--- src/rtl/uart_port_arbiter_if.sv ---
// uart_port_arbiter_if: requester and buffer signals of the UART port arbiter.
// master = requesters plus buffer model, slave = the arbiter itself.
interface uart_port_arbiter_if;
    logic        m0_rreq;
    logic [1:0]  m0_rsize;
    logic        m0_rdone;
    logic [31:0] m0_rdata;
    logic        m0_rerr;
    logic        m0_wreq;
    logic [1:0]  m0_wsize;
    logic [31:0] m0_wdata;
    logic        m0_wdone;
    logic        m0_werr;

    logic        m1_rreq;
    logic [1:0]  m1_rsize;
    logic        m1_rdone;
    logic [31:0] m1_rdata;
    logic        m1_rerr;
    logic        m1_wreq;
    logic [1:0]  m1_wsize;
    logic [31:0] m1_wdata;
    logic        m1_wdone;
    logic        m1_werr;

    logic        renable;
    logic [1:0]  rsize;
    logic [31:0] rdata;
    logic        rdone;
    logic        wenable;
    logic [1:0]  wsize;
    logic [31:0] wdata;
    logic        wdone;
    logic [1:0]  rgrant;
    logic [1:0]  wgrant;

    modport master (
        output m0_rreq, m0_rsize, m0_wreq, m0_wsize, m0_wdata,
        output m1_rreq, m1_rsize, m1_wreq, m1_wsize, m1_wdata,
        output rdata, rdone, wdone,
        input  m0_rdone, m0_rdata, m0_rerr, m0_wdone, m0_werr,
        input  m1_rdone, m1_rdata, m1_rerr, m1_wdone, m1_werr,
        input  renable, rsize, wenable, wsize, wdata, rgrant, wgrant
    );

    modport slave (
        input  m0_rreq, m0_rsize, m0_wreq, m0_wsize, m0_wdata,
        input  m1_rreq, m1_rsize, m1_wreq, m1_wsize, m1_wdata,
        input  rdata, rdone, wdone,
        output m0_rdone, m0_rdata, m0_rerr, m0_wdone, m0_werr,
        output m1_rdone, m1_rdata, m1_rerr, m1_wdone, m1_werr,
        output renable, rsize, wenable, wsize, wdata, rgrant, wgrant
    );
endinterface

--- src/rtl/uart_port_arbiter.sv ---
// uart_port_arbiter: shares the UART buffer read/write ports between m0 and m1.
// Optional UART_ARB_FIXED_PRIO_EN: m0 always wins ties (no round-robin pointer).

module uart_arb_chan (
    input  logic       clk,
    input  logic       rst,
    input  logic [1:0] req,
    input  logic [1:0] size0,
    input  logic [1:0] size1,
    input  logic       bus_done,
    output logic       enable,
    output logic [1:0] size,
    output logic [1:0] grant,
    output logic [1:0] done,
    output logic [1:0] err,
    output logic       active
);
    localparam logic [1:0] IDLE  = 2'd0;
    localparam logic [1:0] ISSUE = 2'd1;
    localparam logic [1:0] WAIT  = 2'd2;

    logic [1:0] state;
    logic [1:0] own_size;
    logic       legal;
    logic       pick;
    logic       finish;

    assign own_size = grant[1] ? size1 : size0;
    assign legal    = (own_size == 2'b00) || (own_size == 2'b11);
    assign finish   = ((state == ISSUE) && !legal) || ((state == WAIT) && bus_done);

`ifdef UART_ARB_FIXED_PRIO_EN
    assign pick = ~req[0];
`else
    logic last;

    assign pick = (&req) ? ~last : req[1];

    // Round-robin pointer: remembers which requester completed last (1 = m1).
    always_ff @(posedge clk or posedge rst) begin
        if (rst)
            last <= 1'b1;
        else if (finish)
            last <= grant[1];
    end
`endif

    // Channel FSM: grant in IDLE, one-cycle ISSUE, WAIT until the buffer answers.
    always_ff @(posedge clk or posedge rst) begin
        if (rst) begin
            state <= IDLE;
            grant <= 2'b00;
        end else begin
            unique case (state)
                IDLE: begin
                    if (|req) begin
                        grant <= pick ? 2'b10 : 2'b01;
                        state <= ISSUE;
                    end
                end
                ISSUE: begin
                    if (legal) begin
                        state <= WAIT;
                    end else begin
                        state <= IDLE;
                        grant <= 2'b00;
                    end
                end
                WAIT: begin
                    if (bus_done) begin
                        state <= IDLE;
                        grant <= 2'b00;
                    end
                end
                default: begin
                    state <= IDLE;
                    grant <= 2'b00;
                end
            endcase
        end
    end

    // Buffer-side controls and requester completion pulses.
    always_comb begin
        active = ((state == ISSUE) && legal) || (state == WAIT);
        enable = (state == ISSUE) && legal;
        size   = active ? own_size : 2'b00;
        done   = finish ? grant : 2'b00;
        err    = ((state == ISSUE) && !legal) ? grant : 2'b00;
    end
endmodule

module uart_port_arbiter (
    input logic               clk,
    input logic               rst,
    uart_port_arbiter_if.slave bus
);
    logic [1:0] r_done;
    logic [1:0] r_err;
    logic       r_act;
    logic [1:0] w_done;
    logic [1:0] w_err;
    logic       w_act;

    uart_arb_chan u_rd (
        .clk      (clk),
        .rst      (rst),
        .req      ({bus.m1_rreq, bus.m0_rreq}),
        .size0    (bus.m0_rsize),
        .size1    (bus.m1_rsize),
        .bus_done (bus.rdone),
        .enable   (bus.renable),
        .size     (bus.rsize),
        .grant    (bus.rgrant),
        .done     (r_done),
        .err      (r_err),
        .active   (r_act)
    );

    uart_arb_chan u_wr (
        .clk      (clk),
        .rst      (rst),
        .req      ({bus.m1_wreq, bus.m0_wreq}),
        .size0    (bus.m0_wsize),
        .size1    (bus.m1_wsize),
        .bus_done (bus.wdone),
        .enable   (bus.wenable),
        .size     (bus.wsize),
        .grant    (bus.wgrant),
        .done     (w_done),
        .err      (w_err),
        .active   (w_act)
    );

    // Steer completions back to the owner; read data only on a real buffer done.
    always_comb begin
        bus.m0_rdone = r_done[0];
        bus.m1_rdone = r_done[1];
        bus.m0_rerr  = r_err[0];
        bus.m1_rerr  = r_err[1];
        bus.m0_rdata = (r_act && r_done[0]) ? bus.rdata : 32'h0;
        bus.m1_rdata = (r_act && r_done[1]) ? bus.rdata : 32'h0;
        bus.m0_wdone = w_done[0];
        bus.m1_wdone = w_done[1];
        bus.m0_werr  = w_err[0];
        bus.m1_werr  = w_err[1];
        bus.wdata    = w_act ? (bus.wgrant[1] ? bus.m1_wdata : bus.m0_wdata) : 32'h0;
    end
endmodule

--- src/flat_wrapper.sv ---
// flat-port wrapper written by rule: the top's interface ports become plain ports
module uart_port_arbiter_flat 
  (clk, rst, bus_m0_rreq, bus_m0_rsize, bus_m0_wreq, bus_m0_wsize, bus_m0_wdata, bus_m1_rreq, bus_m1_rsize, bus_m1_wreq, bus_m1_wsize, bus_m1_wdata, bus_rdata, bus_rdone, bus_wdone, bus_m0_rdone, bus_m0_rdata, bus_m0_rerr, bus_m0_wdone, bus_m0_werr, bus_m1_rdone, bus_m1_rdata, bus_m1_rerr, bus_m1_wdone, bus_m1_werr, bus_renable, bus_rsize, bus_wenable, bus_wsize, bus_wdata, bus_rgrant, bus_wgrant);
  uart_port_arbiter_if bus_i ();
  input logic clk;
  input logic rst;
  input wire logic [$bits(bus_i.m0_rreq)-1:0] bus_m0_rreq;
  input wire logic [$bits(bus_i.m0_rsize)-1:0] bus_m0_rsize;
  input wire logic [$bits(bus_i.m0_wreq)-1:0] bus_m0_wreq;
  input wire logic [$bits(bus_i.m0_wsize)-1:0] bus_m0_wsize;
  input wire logic [$bits(bus_i.m0_wdata)-1:0] bus_m0_wdata;
  input wire logic [$bits(bus_i.m1_rreq)-1:0] bus_m1_rreq;
  input wire logic [$bits(bus_i.m1_rsize)-1:0] bus_m1_rsize;
  input wire logic [$bits(bus_i.m1_wreq)-1:0] bus_m1_wreq;
  input wire logic [$bits(bus_i.m1_wsize)-1:0] bus_m1_wsize;
  input wire logic [$bits(bus_i.m1_wdata)-1:0] bus_m1_wdata;
  input wire logic [$bits(bus_i.rdata)-1:0] bus_rdata;
  input wire logic [$bits(bus_i.rdone)-1:0] bus_rdone;
  input wire logic [$bits(bus_i.wdone)-1:0] bus_wdone;
  output wire logic [$bits(bus_i.m0_rdone)-1:0] bus_m0_rdone;
  output wire logic [$bits(bus_i.m0_rdata)-1:0] bus_m0_rdata;
  output wire logic [$bits(bus_i.m0_rerr)-1:0] bus_m0_rerr;
  output wire logic [$bits(bus_i.m0_wdone)-1:0] bus_m0_wdone;
  output wire logic [$bits(bus_i.m0_werr)-1:0] bus_m0_werr;
  output wire logic [$bits(bus_i.m1_rdone)-1:0] bus_m1_rdone;
  output wire logic [$bits(bus_i.m1_rdata)-1:0] bus_m1_rdata;
  output wire logic [$bits(bus_i.m1_rerr)-1:0] bus_m1_rerr;
  output wire logic [$bits(bus_i.m1_wdone)-1:0] bus_m1_wdone;
  output wire logic [$bits(bus_i.m1_werr)-1:0] bus_m1_werr;
  output wire logic [$bits(bus_i.renable)-1:0] bus_renable;
  output wire logic [$bits(bus_i.rsize)-1:0] bus_rsize;
  output wire logic [$bits(bus_i.wenable)-1:0] bus_wenable;
  output wire logic [$bits(bus_i.wsize)-1:0] bus_wsize;
  output wire logic [$bits(bus_i.wdata)-1:0] bus_wdata;
  output wire logic [$bits(bus_i.rgrant)-1:0] bus_rgrant;
  output wire logic [$bits(bus_i.wgrant)-1:0] bus_wgrant;
  assign bus_i.m0_rreq = bus_m0_rreq;
  assign bus_i.m0_rsize = bus_m0_rsize;
  assign bus_i.m0_wreq = bus_m0_wreq;
  assign bus_i.m0_wsize = bus_m0_wsize;
  assign bus_i.m0_wdata = bus_m0_wdata;
  assign bus_i.m1_rreq = bus_m1_rreq;
  assign bus_i.m1_rsize = bus_m1_rsize;
  assign bus_i.m1_wreq = bus_m1_wreq;
  assign bus_i.m1_wsize = bus_m1_wsize;
  assign bus_i.m1_wdata = bus_m1_wdata;
  assign bus_i.rdata = bus_rdata;
  assign bus_i.rdone = bus_rdone;
  assign bus_i.wdone = bus_wdone;
  assign bus_m0_rdone = bus_i.m0_rdone;
  assign bus_m0_rdata = bus_i.m0_rdata;
  assign bus_m0_rerr = bus_i.m0_rerr;
  assign bus_m0_wdone = bus_i.m0_wdone;
  assign bus_m0_werr = bus_i.m0_werr;
  assign bus_m1_rdone = bus_i.m1_rdone;
  assign bus_m1_rdata = bus_i.m1_rdata;
  assign bus_m1_rerr = bus_i.m1_rerr;
  assign bus_m1_wdone = bus_i.m1_wdone;
  assign bus_m1_werr = bus_i.m1_werr;
  assign bus_renable = bus_i.renable;
  assign bus_rsize = bus_i.rsize;
  assign bus_wenable = bus_i.wenable;
  assign bus_wsize = bus_i.wsize;
  assign bus_wdata = bus_i.wdata;
  assign bus_rgrant = bus_i.rgrant;
  assign bus_wgrant = bus_i.wgrant;
  uart_port_arbiter u_core (.clk(clk), .rst(rst), .bus(bus_i));
endmodule
--- config.mk ---
export PLATFORM = sky130hd
export DESIGN_NAME = uart_port_arbiter_flat
export DESIGN_NICKNAME = d
export VERILOG_FILES = /design/src/rtl/uart_port_arbiter_if.sv /design/src/rtl/uart_port_arbiter.sv /design/src/flat_wrapper.sv
export SDC_FILE = /design/constraint.sdc
export NUM_CORES = 1
export LEC_CHECK = 0
export CORE_ASPECT_RATIO = 0.75
export CORE_MARGIN = 5
export CORE_UTILIZATION = 26
export CTS_CLUSTER_DIAMETER = 30
export DETAILED_ROUTE_END_ITERATION = 12
export PLACE_DENSITY = 0.92
export SLEW_MARGIN = 40
export SYNTH_ARGS = -nofsm -noshare
export SYNTH_HDL_FRONTEND = slang
export SYNTH_SLANG_ARGS = --single-unit
--- constraint.sdc ---
create_clock -name clk -period 2.1 [get_ports clk]
set_input_delay 0.21 -clock clk [delete_from_list [all_inputs] [get_ports clk]]
set_output_delay 0.21 -clock clk [all_outputs]
set_load 0.05 [all_outputs]
==> flow_metrics.tcl, run 1 <==
set metrics [dict create \
    outcome "complete, but fails checks" \
    violations "setup timing" \
    critPathMaxFanout 7 \
    core_um2 6350 \
    grt_max_degree 48 \
    ff_latch_area_um2 256 \
    vias 2683 \
    design_area_um2 5010 \
    portBuffers 225 \
    synth_most_common_cell "and3_1" \
    required_ps 1890 \
    die_h_um 80.3 \
    yosys.area.top_type_share_pct 23.3 \
    fmax_ghz 0.475 \
    n_antenna_cell 0 \
    tightest_slew_ps 515 \
    htree_levels 1 \
    drtPass1Iterations 4 \
    synth_seq_cells 10 \
    post-route-drc-count 0 \
    ir_worst_vdd_mv 1.01 \
    die_w_um 104 \
    die-area_um2 8340 \
    syn_inst 240 \
    cellPowerDensity_nw_per_um2 1010 \
    p_leak_nw 2.29 \
    min_period_ps 2100 \
    area_growth_pct 192 \
    antenna_left 0 \
    setup_tns_ps -15.0 \
    antenna_found_initial 0 \
    post_dp_cell_area_um2 4820 \
    track_usage_pct 24.0 \
    worstSetupStartpoint "u_core.u_wr.grant[1]" \
    drive_gt1_share_pct 36.9 \
    rsz0062_at_grt "true" \
    synth_ff_type "dfrtp_1" \
    drt-vias-per-instance 4.95 \
    crit_type "flop to output pin" \
    final-setup-viol-count 9 \
    crit_path_end_kind "output pin" \
    synth_edf_count 0 \
    numCtsBuffers 3 \
    syn-num-nets 352 \
    grt_pass1_wl_um 16000 \
    hold_viol 0 \
    grt_pass1_vias 2771 \
    wl_per_cell_um 20.8 \
    n_fill_cell 379 \
    clk_latency_ps 240 \
    overflow 0 \
    place.gp.congestion 0.859 \
    synth_common_cells "and3_1 (64), nor2_1 (37), mux2i_1 (36)" \
    synth_async_sr_flop_share_pct 100 \
    clk_pin_slew_worst_paths_ps 50 \
    slew_violations 0 \
    ys_types 35 \
    rows 25 \
    maxSlewHeadroom_pct 65.6 \
    ios 226 \
    root_buffer "clkbuf_8" \
    rr_startpoint "u_core.u_rd.state[0]" \
    crit_arrival_ps 1890 \
    ys_top_cells_by_area "and3_1 (23%), mux2i_1 (21%), dfrtp_1 (12%), nor2_1 (8.1%), clkbuf_1 (3.1%)" \
    final_net_count 574 \
    skew_ps 2.61 \
    synth_top_area_cell "and3_1" \
    min_period_over_period_pct 100 \
    pre_cts_slack_ps 6.43 \
    multi_input_area_um2 1400 \
    initialDrtViolationCount 147 \
    synth_area_per_cell_um2 7.15 \
    hpwl_um 9460 \
    ys_warn_count 0 \
    cts_tree "done" \
    synth_area_um2 1720 \
    cts.path.max_buffers 2 \
    start_kind "flop" \
    timing.max_cap.violations 0 \
    cts-hold-fix-buffers 0 \
    cts.sinks 10 \
    worst_slack_ps -3.77 \
    synth_seq_area_share_pct 14.7 \
    start_util_pct 27.0 \
    routed_wl_um 11300 \
    holdCritPathClass "input port to async pin" \
]
[metal layers]
layer  vias up  GRT usage (%)  part of all wire (%)
met2        61           51.0                    61
met5         -              0                     0
met3        14           2.01                   2.1
li1       1301              -                     -
met4         0           4.79                   1.7
met1      1307           25.7                    35
[path summary, 6_finish.rpt]
| check | endpoint | slack [ps] | cells past startpoint |
|---|---|---|---|
| max | bus_wdata[26] | -4 | 6 |
| min | u_core.u_wr.grant[1] | 250 | 2 |
| max reg2reg | u_core.u_rd.state[1] | 640 | 3 |
| min reg2reg | u_core.u_wr.last | 490 | 2 |
| max in group asynchronous | u_core.u_wr.last | 1540 | 2 |
| min in group clk | u_core.u_wr.last | 490 | 2 |
[state kept, by name, indices dropped and copies added (netlist names)]
signal,cells
u_core.u_rd.grant,2
u_core.u_rd.state,2
u_core.u_wr.grant,2
u_core.u_wr.state,2
u_core.u_rd.last,1
u_core.u_wr.last,1
[stage by stage]
stage,hold slack [ps],utilization [%],power (mW),instances
after floorplan,48.7,-,2.97,240
after global placement,461,75.9,4.42,534
after detailed placement,479,75.9,4.54,534
after CTS,267,76.9,4.81,539
after global routing,299,78.8,5.23,542
final,250,78.8,5.03,542
[logic make-up after synthesis]
| group | after synthesis | synth area share (%) |
|---|---|---|
| and+or+nand+nor | 129 | 41.8 |
| muxes | 36 | 21.0 |
| buffers and inverters | 33 | 9.19 |
| AOI/OAI and AO/OA | 26 | 10.2 |
| DFF | 10 | 14.7 |
| xor gates and xnor gates | 6 | 3.06 |
[where the power goes]
part / switching [mW] / internal [mW]
Clock: 0.0806 / 0.165
Combinational: 2.61 / 1.74
Sequential: 0.146 / 0.292
Total: 2.84 / 2.20
[cell type report]
class / instances / area share [%]
well taps: 81 / 2.02
multi-input cells: 197 / 28.0
flip-flops and latches: 10 / 5.12
inverters: 9 / 0.675
clock buffers: 4 / 1.10
repair buffers: 241 / 63.1
[worst max-delay path, cell delays in order, from the launching register on]
cell and delay [ps]:
dfrtp_2 420, and3b_1 210, a222oi_1 350, buf_4 250, buf_4 180, nor2_2 50
buf_4 190
[cells in the final DEF (no fill, tap or decap), types with 3 or more instances in the layout]
master	n
a21oi_1	4
and2_1	3
and3_1	64
buf_12	79
buf_4	32
buf_6	17
clkbuf_8	4
clkdlybuf4s50_1	112
dfrtp_1	5
dfrtp_2	3
inv_1	9
mux2i_1	36
nand2_1	3
nand2b_1	5
nand3_1	3
nor2_1	13
nor2_2	24
nor3b_1	3
o21a_1	3
o21ai_0	7
xnor2_1	3
[what timing repair did]
item                                    CTS  global route
gates resized for setup                   2            21
pin swaps                                 1             1
endpoints found under the setup margin   29            36
buffers inserted                          1             2
gates cloned                              0             1
(Power assumes the default switching activity.)
==> run 2, diff against run 1 <==
--- a/config.mk
+++ b/config.mk
@@ -11,6 +11,7 @@
 export CTS_CLUSTER_DIAMETER = 30
 export DETAILED_ROUTE_END_ITERATION = 12
 export PLACE_DENSITY = 0.92
+export SKIP_LAST_GASP = 1
 export SLEW_MARGIN = 40
 export SYNTH_ARGS = -nofsm -noshare
 export SYNTH_HDL_FRONTEND = slang
==> flow_metrics.tcl, run 2 (same netlist as run 1, synthesis figures left out) <==
set metrics [dict create \
    outcome "finished clean" \
    area_growth_pct 190 \
    use_met1_pct 25.7 \
    dpl.cell_count 534 \
    crit_arrival_ps 1880 \
    cts.sinks 10 \
    tightest_slew_ps 518 \
    clk_pin_slew_worst_paths_ps 50 \
    final-setup-viol-count 0 \
    critPathMaxFanout 9 \
    rows 25 \
    overflow 0 \
    portBuffers 225 \
    maxSlewHeadroom_pct 65.4 \
    cts-hold-fix-buffers 0 \
    worst_slack_ps 5.03 \
    ff_latch_area_um2 256 \
    cellPowerDensity_nw_per_um2 1000 \
    top_usage_layer "met2" \
    vias 2689 \
    skew_ps 0.278 \
    ios 226 \
    final_cell_mix "clkdlybuf4s50_1 (112), buf_12 (79), and3_1 (64)" \
    start_kind "flop" \
    grt_pass1_vias 2771 \
    fmax_ghz 0.477 \
    antenna_found_initial 0 \
    clk_latency_ps 240 \
    holdCritPathClass "input port to async pin" \
    drt-vias-per-instance 4.96 \
    required_ps 1890 \
    met3_usage_pct 2.01 \
    antenna_left 0 \
    routed_wl_um 11300 \
    root_buffer "clkbuf_8" \
    pre_cts_slack_ps 6.43 \
    place.gp.congestion 0.859 \
    initialDrtViolationCount 142 \
    die_h_um 80.3 \
    met2_usage_pct 51.0 \
    fin_cells 542 \
    die-area_um2 8340 \
    n_antenna_cell 0 \
    hold_viol 0 \
    numCtsBuffers 3 \
    post-route-drc-count 0 \
    fin_util_pct 78.2 \
    start_util_pct 27.0 \
    rsz0062_at_grt "true" \
    n_fill_cell 379 \
    crit_type "flop to output pin" \
    crit_path_end_kind "output pin" \
    cts_tree "done" \
    min_period_over_period_pct 99.8 \
    multi_input_area_um2 1400 \
    htree_levels 1 \
    final_net_count 574 \
    min_period_ps 2090 \
    hpwl_um 9460 \
    die_w_um 104 \
    grt_pass1_wl_um 16000 \
    p_leak_nw 2.28 \
    track_usage_pct 24.0 \
    timing.max_cap.violations 0 \
    drtPass1Iterations 4 \
    grt_max_degree 48 \
    wl_per_cell_um 20.9 \
    drive_gt1_share_pct 36.7 \
    core_um2 6350 \
    slew_violations 0 \
    final_common_cell "clkdlybuf4s50_1" \
    ir_worst_vdd_mv 1.06 \
    cts.path.max_buffers 2 \
]
[run 2: cell types whose count changed in the layout (fill, tap and decap cells not counted)]
cell     delta
buf_4       +9
buf_6       -9
o31ai_1     +1
o31ai_2     -1
[run 2: final cells by class]
cell class	instances	share of cell area (%)
multi-input combinational	197	28.1
tap	81	2.04
sequential	10	5.16
timing repair buffer	241	62.9
inverter	9	0.680
clock buffer	4	1.11
[run 2: path summary, 6_finish.rpt]
check	cells past startpoint	slack (ps)	endpoint	start
worst max register to register	3	630	u_core.u_rd.state[1]	u_core.u_rd.state[0]
worst max-delay path	6	5	bus_wdata[13]	u_core.u_wr.state[0]
worst min register to register	2	490	u_core.u_wr.last	u_core.u_wr.last
max in group asynchronous	2	1540	u_core.u_wr.last	rst
worst min-delay path	2	250	u_core.u_wr.grant[1]	rst
min in group clk	2	490	u_core.u_wr.last	u_core.u_wr.last
[run 2: through the flow]
step	area [um^2]	power, mW	TNS [ps]	hold WS [ps]
2_1_floorplan	1790	2.97	-1810	48.7
3_3_place_gp	4820	4.42	0	461
3_5_place_dp	4820	4.54	0	479
4_1_cts	4880	4.81	0	267
5_1_grt	4970	5.17	-2280	299
6_report	4970	4.98	0	247
[run 2: repair_timing]
item                       4_1_cts  5_1_grt
setup buffers                    1        2
gates cloned                     0        1
setup endpoints to repair       29       36
gates resized for setup          2       11
pin swaps                        1        1
[run 2: per-layer routing]
layer,wire (um),vias up,share of wire (%)
met5,0,-,0
met4,228,0,2.0
met3,277,18,2.4
met2,6870,71,61
met1,3940,1305,35
li1,-,1295,-
[run 2: report_power, final]
group	internal (mW)	switching, mW	total (mW)
Clock	0.165	0.0827	0.248
Sequential	0.292	0.153	0.445
Combinational	1.70	2.59	4.29
Total	2.15	2.83	4.98
[run 2: critical path, stage by stage (launching register included)]
cell       delay (ps)
dfrtp_2           440
and3b_1           210
a222oi_1          340
buf_4             250
clkbuf_16         180
nor2_2             50
buf_4             180
